`src/rtl/serial_sub_ctrl_pkg.sv`:
```
// Shared definitions for the bit-serial subtraction controller.
package serial_sub_pkg;

  typedef enum logic [1:0] {
    IDLE  = 2'd0,
    SHIFT = 2'd1,
    DONE  = 2'd2
  } state_e;

  localparam int DEF_WIDTH = 8;

  function automatic int cnt_w(input int w);
    return (w <= 2) ? 1 : $clog2(w);
  endfunction

endpackage

```
`src/rtl/serial_sub_ctrl_if.sv`:
```
// Request/result bundle between a requesting datapath and the serial subtractor.
interface serial_sub_ctrl_if
  import serial_sub_pkg::*;
#(
  parameter int WIDTH = DEF_WIDTH
);
  logic             start;
  logic [WIDTH-1:0] a;
  logic [WIDTH-1:0] b;
  logic             bin;
  logic             busy;
  logic             done;
  logic [WIDTH-1:0] diff;
  logic             bout;
  logic             zero;

  modport master (output start, a, b, bin, input busy, done, diff, bout, zero);
  modport slave  (input start, a, b, bin, output busy, done, diff, bout, zero);
endinterface

```
`src/rtl/serial_sub_ctrl_slice.sv`:
```
// Combinational 1-bit full subtractor: d = x - y - bi, bo = borrow out.
module fs_bit_slice (
  input  logic x,
  input  logic y,
  input  logic bi,
  output logic d,
  output logic bo
);
  assign d  = x ^ y ^ bi;
  assign bo = (~x & y) | (~x & bi) | (y & bi);
endmodule

```
`src/rtl/serial_sub_ctrl.sv`:
```
// Sequences one shared full-subtractor slice over WIDTH-bit operands, LSB first.
module serial_sub_ctrl
  import serial_sub_pkg::*;
#(
  parameter int WIDTH = DEF_WIDTH
) (
  input  logic              clk,
  input  logic              rst,
  serial_sub_ctrl_if.slave  bus
);
  localparam int CW = cnt_w(WIDTH);

  state_e           r_state;
  state_e           w_next;
  logic [WIDTH-1:0] r_a;
  logic [WIDTH-1:0] r_b;
  logic [WIDTH-1:0] r_d;
  logic             r_borrow;
  logic [CW-1:0]    r_cnt;
  logic [WIDTH-1:0] r_diff;
  logic             r_bout;
  logic             r_zero;

  logic             w_d;
  logic             w_bo;
  logic             w_last;
  logic             w_accept;
  logic [WIDTH-1:0] w_d_next;

  fs_bit_slice u_slice (
    .x  (r_a[0]),
    .y  (r_b[0]),
    .bi (r_borrow),
    .d  (w_d),
    .bo (w_bo)
  );

  assign w_last   = (r_cnt == CW'(WIDTH - 1));
  assign w_accept = bus.start && ((r_state == IDLE) || (r_state == DONE));
  assign w_d_next = {w_d, r_d[WIDTH-1:1]};

  always_comb begin
    w_next = r_state;
    case (r_state)
      IDLE:    if (bus.start) w_next = SHIFT;
      SHIFT:   if (w_last)    w_next = DONE;
      DONE:    w_next = bus.start ? SHIFT : IDLE;
      default: w_next = IDLE;
    endcase
  end

  always_ff @(posedge clk or posedge rst) begin
    if (rst) begin
      r_state  <= IDLE;
      r_a      <= '0;
      r_b      <= '0;
      r_d      <= '0;
      r_borrow <= 1'b0;
      r_cnt    <= '0;
      r_diff   <= '0;
      r_bout   <= 1'b0;
      r_zero   <= 1'b0;
    end else begin
      r_state <= w_next;
      if (w_accept) begin
        r_a      <= bus.a;
        r_b      <= bus.b;
        r_borrow <= bus.bin;
        r_cnt    <= '0;
      end else if (r_state == SHIFT) begin
        r_a      <= r_a >> 1;
        r_b      <= r_b >> 1;
        r_d      <= w_d_next;
        r_borrow <= w_bo;
        // Counter parks at WIDTH-1 instead of wrapping; it is cleared on the next accept.
        if (!w_last) r_cnt <= r_cnt + CW'(1);
        if (w_last) begin
          r_diff <= w_d_next;
          r_bout <= w_bo;
          r_zero <= (w_d_next == '0);
        end
      end
    end
  end

  assign bus.busy = (r_state == SHIFT);
  assign bus.done = (r_state == DONE);
  assign bus.diff = r_diff;
  assign bus.bout = r_bout;
  assign bus.zero = r_zero;

endmodule

```
`src/flat_wrapper.sv`:
```
// flat-port wrapper written by rule: the top's interface ports become plain ports
module serial_sub_ctrl_flat import serial_sub_pkg::*;
#(
  parameter int WIDTH = DEF_WIDTH
)
  (clk, rst, bus_start, bus_a, bus_b, bus_bin, bus_busy, bus_done, bus_diff, bus_bout, bus_zero);
  serial_sub_ctrl_if #(.WIDTH(WIDTH)) bus_i ();
  input  logic clk;
  input  logic rst;
  input wire logic [$bits(bus_i.start)-1:0] bus_start;
  input wire logic [$bits(bus_i.a)-1:0] bus_a;
  input wire logic [$bits(bus_i.b)-1:0] bus_b;
  input wire logic [$bits(bus_i.bin)-1:0] bus_bin;
  output wire logic [$bits(bus_i.busy)-1:0] bus_busy;
  output wire logic [$bits(bus_i.done)-1:0] bus_done;
  output wire logic [$bits(bus_i.diff)-1:0] bus_diff;
  output wire logic [$bits(bus_i.bout)-1:0] bus_bout;
  output wire logic [$bits(bus_i.zero)-1:0] bus_zero;
  assign bus_i.start = bus_start;
  assign bus_i.a = bus_a;
  assign bus_i.b = bus_b;
  assign bus_i.bin = bus_bin;
  assign bus_busy = bus_i.busy;
  assign bus_done = bus_i.done;
  assign bus_diff = bus_i.diff;
  assign bus_bout = bus_i.bout;
  assign bus_zero = bus_i.zero;
  serial_sub_ctrl #(.WIDTH(WIDTH)) u_core (.clk(clk), .rst(rst), .bus(bus_i));
endmodule
```
`config.mk`:
```
export PLATFORM = sky130hd
export DESIGN_NAME = serial_sub_ctrl_flat
export DESIGN_NICKNAME = d
export VERILOG_FILES = /design/src/rtl/serial_sub_ctrl_pkg.sv /design/src/rtl/serial_sub_ctrl_if.sv /design/src/rtl/serial_sub_ctrl_slice.sv /design/src/rtl/serial_sub_ctrl.sv /design/src/flat_wrapper.sv
export SDC_FILE = /design/constraint.sdc
export NUM_CORES = 1
export LEC_CHECK = 0
export CORE_UTILIZATION = 55
export DETAILED_ROUTE_END_ITERATION = 10
export PLACE_DENSITY_LB_ADDON = 0.15
export SETUP_SLACK_MARGIN = 0.3
export SYNTH_ARGS = -nofsm -noshare
export SYNTH_HDL_FRONTEND = slang
export SYNTH_SLANG_ARGS = --single-unit
```
`constraint.sdc`:
```
create_clock -name clk -period 4.8 [get_ports clk]
set_clock_uncertainty 0.1 [all_clocks]
set_input_delay 0.96 -clock clk [delete_from_list [all_inputs] [get_ports clk]]
set_output_delay 0.96 -clock clk [all_outputs]
set_load 0.02 [all_outputs]
```
==> summary.md, run 1 <==
| Metric | Value |
|---|---|
| Synth area leaders | `dfrtp_1, nand2_1, mux2_4` |
| Critical-path cell list | `nand2b_1 -> inv_4 -> clkdlybuf4s50_1` |
| Tcrit/Tclk final | `75.76%` |
| Overflow after GRT | `0` |
| Residual DRC | `2` |
| DR iter-0 viols | `58` |
| Post-synthesis mux area share | `6.440%` |
| Synth Area in Compound Gates | `9.252%` |
| Largest net degree at the start of global routing | `28` |
| Post-Route Setup TNS | `0 ps` |
| Most used flip-flop cell after synthesis | `dfrtp_1` |
| CTS tree | `yes` |
| WP data arrival | `2580 ps` |
| Die ar. | `about 3300 sq um` |
| R2r startpoint | `u_core.r_state[1]` |
| Vias/cell | `5.623` |
| Final setup viols | `0` |
| FF-to-FF setup slack | `2660 ps` |
| Area grow syn2layout | `20.36%` |
| Post-DP Area | `1982 sq um` |
| Clk slew on worst S/H paths | `roughly 120 ps` |
| VDD IR max | `349.8 uV` |
| Post-Synth Simple-Gate Area | `18.06%` |
| Synthesized Nets | `about 180` |
| WL/cell | `14.79 microns` |
| Inserted Diodes | `0` |
| Post-synth EDFFs | `0` |
| Syn Inst Count | `158` |
| WHS Path Cells | `2` |
| Ys async rst share | `between 90% and 100%` |
| Post-Route WL | `3.254 mm` |
| Root Buffer | `clkbuf_4` |
| Synth Area in Adders | `2.665%` |
| Syn avg cell area | `10.70 sq um` |
| Initial antenna violation count | `0` |
| Worst stage delay on the critical path | `670 ps` |
| Final core occ | `71.92%` |
| Yosys top cell area share | `57.74%` |
| RD Place Congestion | `slightly below 0.8` |
| Num ports | `32` |
| Largest family of logic cells by synthesized area | `simple AND/OR/NAND/NOR gates` |
| Fmax | `0.2750 GHz` |
| Slew headroom | `29.68%` |
| Die H | `57.44 microns` |
| Cell taking the most area after synthesis | `dfrtp_1` |
| Port Buffer Count | `31` |
| Hold Path Origin | `u_core.bus.zero` |
| Xor and xnor area share after synthesis | `0.5181%` |
| Fillers | `215` |
| Type of origin of the critical path | `flip-flop` |
| Fin crit period | `3637 ps` |
| Clk sinks | `39` |
| Synthesis-stage register bit count | `39` |
| Yosys cell types | `29` |
| Synthesized area | `1690 sq um` |
| Worst Setup End Kind | `output port` |
| Number of global-route vias before repair | `1203` |
| Critical-path top delay cell | `clkdlybuf4s50_1` |
| GRT Util Overall | `22.73%` |
| Synth warn | `0` |
| Reg2reg path depth | `3` |
| Num rows | `19` |
| Violated checks | `design-rule violations` |
| Post-CTS Repair Setup Buffers | `0` |
| Placed wire-length estimate | `2.206 mm` |
| CTS buffer count | `5` |
| Filler-free cell count of the finished design | `220` |
| Pwr dens | `roughly 630 nW/um^2` |
| Worst slack, placed | `1602 ps` |
| WHS | `392.8 ps` |
| Post-route ant nets | `0` |
| Endpoint, Worst Hold | `u_core.bus.zero` |
| CP required | `3740 ps` |
| Critical path launch point | `u_core.r_state[1]` |
| Critical R2R Capture | `u_core.r_a[0]` |
| Register area share after synthesis | `57.74%` |
| Clock Latency Late Sink | `about 360 ps` |
| Max Cap Viol | `0` |
| Initial core utilization | `~60%` |
| RSZ-0062 raised after global routing | `false` |
| Status | `finished, violations left` |
| Top cells by count, synth | `dfrtp_1, nand2_1, nor2_1` |
| Leakage power | `approximately 0.96 nW` |
| PostCTS Resize Cnt | `0` |
| Least-Margin Pin Slew | `roughly 1100 ps` |
| First-pass GRT wire length | `5.540 mm` |
| Kind of critical path | `reg -> out` |
| Die X | `about 57 microns` |
| Clock tree buffer depth | `2` |
| Drt first pass iters | `7` |
| Core area | `2829 sq um` |
| Layout Nets | `211` |
| Share of layout cells above drive strength 1 | `approximately 11%` |
| Power, Total | `1.291 mW` |
| Hold Crit Class | `reg -> reg` |
| Max-slew violation count | `0` |
| Cell total after placement | `212` |
| Via count | `between 1000 and 1500` |
| Hold Buf Count CTS | `0` |
| Setup slack after layout | `1163 ps` |
| H-tree levels | `2` |
| Final hold vios | `0` |
| Worst-path fanout max | `27` |
| Design area | `2034 sq um` |
where the power goes:
| part | leakage [nW] | switching (mW) | internal (mW) |
|---|---|---|---|
| Clock | 0.0347 | 0.111 | 0.0545 |
| Combinational | 0.431 | 0.293 | 0.261 |
| Sequential | 0.492 | 0.0965 | 0.475 |
| Total | 0.958 | 0.500 | 0.791 |
layout by cell type (no fill, tap or decap), drive strengths merged, types with 2 or more instances in the layout:
cell type | Yosys | final
nand2 | 39 | 39
dfrtp | 39 | 39
clkdlybuf4s50 | 0 | 31
nor2 | 8 | 8
mux2 | 8 | 8
a22oi | 7 | 7
nand3 | 7 | 7
o21ai | 7 | 7
nor3 | 6 | 6
o22ai | 5 | 5
clkbuf | 1 | 5
inv | 4 | 4
a21oi | 3 | 3
clkinv | 0 | 3
nand2b | 2 | 2
a31oi | 2 | 2
nor2b | 2 | 2
ha | 2 | 2
buf | 9 | 2
per-layer routing:
layer | up-vias | global-route usage [%] | part of all wire [%]
met3 | 6 | 4.989 | 4.1
li1 | 594 | - | -
met5 | - | 0 | 0
met2 | 29 | 35.55 | 48
met4 | 0 | 10.45 | 1.5
met1 | 608 | 30.47 | 47
state kept, by name (all words and copies together) (netlist names):
name / count
u_core.r_b: 8
u_core.bus.diff: 8
u_core.r_a: 8
u_core.r_cnt: 3
u_core.bus.bout: 1
u_core.r_d: 7
u_core.bus.zero: 1
u_core.r_borrow: 1
u_core.r_state: 2
cell families (layout without fill, tap and decap cells):
group,count (synthesis),in the layout
simple gates,68,68
mux,8,8
flops,39,39
xor+xnor,1,1
buf+inv,14,45
fa+ha+maj,3,3
compound gates,25,25
worst max-delay path, delay by kind of cell (launching register included):
kind                   cells  cell delay [ps]
and+or+nand+nor            1              650
buffers and inverters      2             1140
DFF                        1              430
worst max path at each step:
stage / to / slack [ps] / depth (start not counted)
global route: bus_busy / 1050 / 3
floorplan: u_core.bus.bout / 2850 / 1
finish: bus_busy / 1160 / 3
CTS: bus_busy / 1200 / 3
global placement: bus_busy / 1660 / 3
detailed placement: bus_busy / 1600 / 3
cell type report:
class | count | area [sq um] | area share (%)
flip-flops and latches | 39 | 975.9 | 47.97
multi-input cells | 105 | 624.3 | 30.69
repair buffers | 33 | 325.3 | 15.99
well taps | 31 | 38.79 | 1.907
clock buffers | 5 | 37.54 | 1.845
inverters | 4 | 17.52 | 0.8610
clock inverters | 3 | 15.01 | 0.7380
(Power assumes the default switching activity.)
==> inputs of run 2 (changes only) <==
--- a/config.mk
+++ b/config.mk
@@ -5,7 +5,7 @@
 export SDC_FILE = /design/constraint.sdc
 export NUM_CORES = 1
 export LEC_CHECK = 0
-export CORE_UTILIZATION = 55
+export CORE_UTILIZATION = 46
 export DETAILED_ROUTE_END_ITERATION = 10
 export PLACE_DENSITY_LB_ADDON = 0.15
 export SETUP_SLACK_MARGIN = 0.3
==> constraint.sdc (replaced) <==
create_clock -name clk -period 3.1 [get_ports clk]
set_clock_uncertainty 0.1 [all_clocks]
set_input_delay 0.62 -clock clk [delete_from_list [all_inputs] [get_ports clk]]
set_output_delay 0.62 -clock clk [all_outputs]
set_load 0.02 [all_outputs]
==> run 2 against run 1 <==
  * The run now ends clean
  * Routed wire length fell by 8.1%
  * Clock power rose by 120%
  * Highest routed layer unchanged
  * Total power rose by 61%
  * Worst setup slack got worse by 610 ps
  * First-iteration DRC count fell by 31%
  * Final area rose by 3.0%
  * Clock-buffer cell count rose by 1
  * Utilization fell by 11 points
  * Non-clock buffer count rose by 1
==> summary.md, run 2 (synthesis gave the netlist of run 1 again) <==
| Metric | Value |
|---|---|
| Post-Route WL | `2.989 mm (was 3.254 mm)` |
| Gr busiest metal | `met2 (unchanged)` |
| Critical-path top delay cell | `clkdlybuf4s50_1 (unchanged)` |
| Core area | `3416 sq um (was 2829 sq um)` |
| Design area | `2095 sq um (was 2034 sq um)` |
| Met3 GRT Util | `4.380% (was 4.989%)` |
| Vias/cell | `5.186 (was 5.623)` |
| Drt first pass iters | `4 (was 7)` |
| CP required | `2380 ps (was 3740 ps)` |
| Final hold vios | `0 (unchanged)` |
| Least-Margin Pin Slew | `668.6 ps (was 1055 ps)` |
| WP data arrival | `1820 ps (was 2580 ps)` |
| Share of layout cells above drive strength 1 | `11.58% (was 11.11%)` |
| CTS tree | `yes (unchanged)` |
| Post-DP Area | `2008 sq um (was 1982 sq um)` |
| Number of global-route vias before repair | `1147 (was 1203)` |
| Post-route ant nets | `0 (unchanged)` |
| Die X | `62.62 microns (was 57.44 microns)` |
| Worst stage delay on the critical path | `650 ps (was 670 ps)` |
| Worst-path fanout max | `24 (was 27)` |
| FF-to-FF setup slack | `1320 ps (was 2660 ps)` |
| Via count | `1224 (was 1237)` |
| First-pass GRT wire length | `5.278 mm (was 5.540 mm)` |
| VDD IR max | `602.1 uV (was 349.8 uV)` |
| Top delay family on crit path | `buffers and inverters (unchanged)` |
| PostCTS Resize Cnt | `0 (unchanged)` |
| Leakage power | `0.9765 nW (was 0.9579 nW)` |
| Die ar. | `3921 sq um (was 3299 sq um)` |
| Area grow syn2layout | `23.91% (was 20.36%)` |
| Tcrit/Tclk final | `around 82%` |
| Clk sinks | `39 (unchanged)` |
| Die H | `62.62 microns (was 57.44 microns)` |
| GRT Util Overall | `17.56% (was 22.73%)` |
| Met2 GRT Util | `26.63% (was 35.55%)` |
| Clock tree buffer depth | `2 (unchanged)` |
| Post-Route Setup TNS | `0 ps (unchanged)` |
| Max-slew violation count | `0 (unchanged)` |
| Layout Nets | `212 (was 211)` |
| Largest net degree at the start of global routing | `40 (was 28)` |
| Critical-path cell list | `nand2b_1 -> inv_4 -> clkdlybuf4s50_1 (unchanged)` |
| Reg power frac | `42.1% (was 44.3%)` |
| Power share of the clock group | `17.1% (was 12.8%)` |
| Filler-free cell count of the finished design | `236 (was 220)` |
| Buf/Inv on CP | `2 (unchanged)` |
| Met1 usage | `22.92% (was 30.47%)` |
| CTS buffer count | `5 (unchanged)` |
| Final core occ | `61.32% (was 71.92%)` |
| WL/cell | `12.67 microns (was 14.79 microns)` |
| Overflow after GRT | `0 (unchanged)` |
| DR iter-0 viols | `40 (was 58)` |
| Post-CTS Repair Setup Buffers | `0 (unchanged)` |
| Hold Buf Count CTS | `0 (unchanged)` |
| Worst Setup End Kind | `output port (unchanged)` |
| Commonest cells after routing, fill and taps aside | `nand2_1, dfrtp_1, clkdlybuf4s50_1, nor2_1 (unchanged)` |
| H-tree levels | `2 (unchanged)` |
| Initial core utilization | `49.49% (was 59.75%)` |
| Cell total after placement | `228 (was 212)` |
| Num rows | `21 (was 19)` |
| Pint | `1.336 mW (was 0.7909 mW)` |
| Endpoint, Worst Hold | `u_core.bus.zero (unchanged)` |
| Kind of critical path | `reg -> out (unchanged)` |
| NetSw | `0.7484 mW (was 0.5000 mW)` |
| Switching share of power | `35.90% (was 38.73%)` |
| Clk slew on worst S/H paths | `120 ps (about the same)` |
| Num ports | `32 (unchanged)` |
| Hold Path Origin | `u_core.bus.zero (unchanged)` |
| Slew headroom | `55.42% (was 29.68%)` |
| Fmax | `~0.39 GHz` |
| Reg2reg path depth | `4 (was 3)` |
| R2r startpoint | `u_core.r_cnt[0] (was u_core.r_state[1])` |
| Final setup viols | `0 (unchanged)` |
| Residual DRC | `0 (was 2)` |
| Fillers | `295 (was 215)` |
| Pwr dens | `995.2 nW/um^2 (was 634.5 nW/um^2)` |
| Clock Latency Late Sink | `350 ps (was 360 ps)` |
| Comb power frac | `40.8% (was 42.9%)` |
| Placed wire-length estimate | `2.084 mm (was 2.206 mm)` |
| Root Buffer | `clkbuf_4 (unchanged)` |
| Status | `finished clean (was finished, violations left)` |
| Max Cap Viol | `0 (unchanged)` |
| Type of origin of the critical path | `flip-flop (unchanged)` |
| Critical R2R Capture | `u_core.bus.diff[2] (was u_core.r_a[0])` |
| Initial antenna violation count | `0 (unchanged)` |
| Hold Crit Class | `reg -> reg (unchanged)` |
| Fin crit period | `approximately 2500 ps` |
| Port Buffer Count | `31 (unchanged)` |
| RSZ-0062 raised after global routing | `false (unchanged)` |
| Inserted Diodes | `0 (unchanged)` |
| RD Place Congestion | `0.7405 (was 0.7915)` |
| WHS Path Cells | `2 (unchanged)` |
-- run 2: cell count changes in the layout (fill, tap and decap cells not counted) --
cell	previous run	this run
clkbuf_8	0	1
clkinv_2	3	1
buf_4	2	3
bufinv_16	0	1
-- run 2: worst max path at each step --
stage	from	endpoint	slack, ps	cells past startpoint
2_1_floorplan	rst	u_core.bus.bout	1490	1
3_3_place_gp	bus_start	u_core.r_a[0]	930	5
3_5_place_dp	bus_start	u_core.r_a[0]	890	5
4_1_cts	u_core.r_state[1]	bus_busy	530	3
5_1_grt	u_core.r_state[1]	bus_busy	460	3
6_report	u_core.r_state[1]	bus_busy	560	3
-- run 2: power by group through the flow --
stage          combinational (mW)  sequential (mW)  clock (mW)
3_5_place_dp                0.861            0.892           0
4_1_cts                     0.861            0.880       0.366
6_report                    0.851            0.877       0.356
5_1_grt                     0.954            0.911       0.392
2_1_floorplan               0.570            0.930           0
3_3_place_gp                0.838            0.882           0
-- run 2: per-layer routing --
layer | part of all wire, % | up-vias
met3 | 4.1 | 6
li1 | - | 604
met2 | 47 | 30
met1 | 47 | 584
met5 | 0 | -
met4 | 1.7 | 0
-- run 2: layout make-up --
cell class	count	area (sq um)	share of cell area [%]
Tap cell	46	57.56	2.748
Timing Repair Buffer	34	332.8	15.89
Clock inverter	2	35.03	1.673
Clock buffer	6	51.30	2.449
Sequential cell	39	975.9	46.59
Multi-Input combinational cell	105	624.3	29.81
Inverter	4	17.52	0.8363
-- run 2: worst register-to-register path, cell delays in order (launching register included) --
cell,delay (ps)
dfrtp_1,410
ha_1,200
ha_1,250
nand3b_2,330
mux2_2,380
-- run 2: stage by stage --
stage / hold WS (ps) / setup WS [ps] / total power [mW]
CTS: 399.7 / 526.2 / 2.108
detailed placement: 371.7 / 892.8 / 1.753
finish: 390.6 / 557.4 / 2.084
floorplan: 366.7 / 1491 / 1.501
global route: 433.6 / 456.4 / 2.257
global placement: 361.1 / 931.9 / 1.720
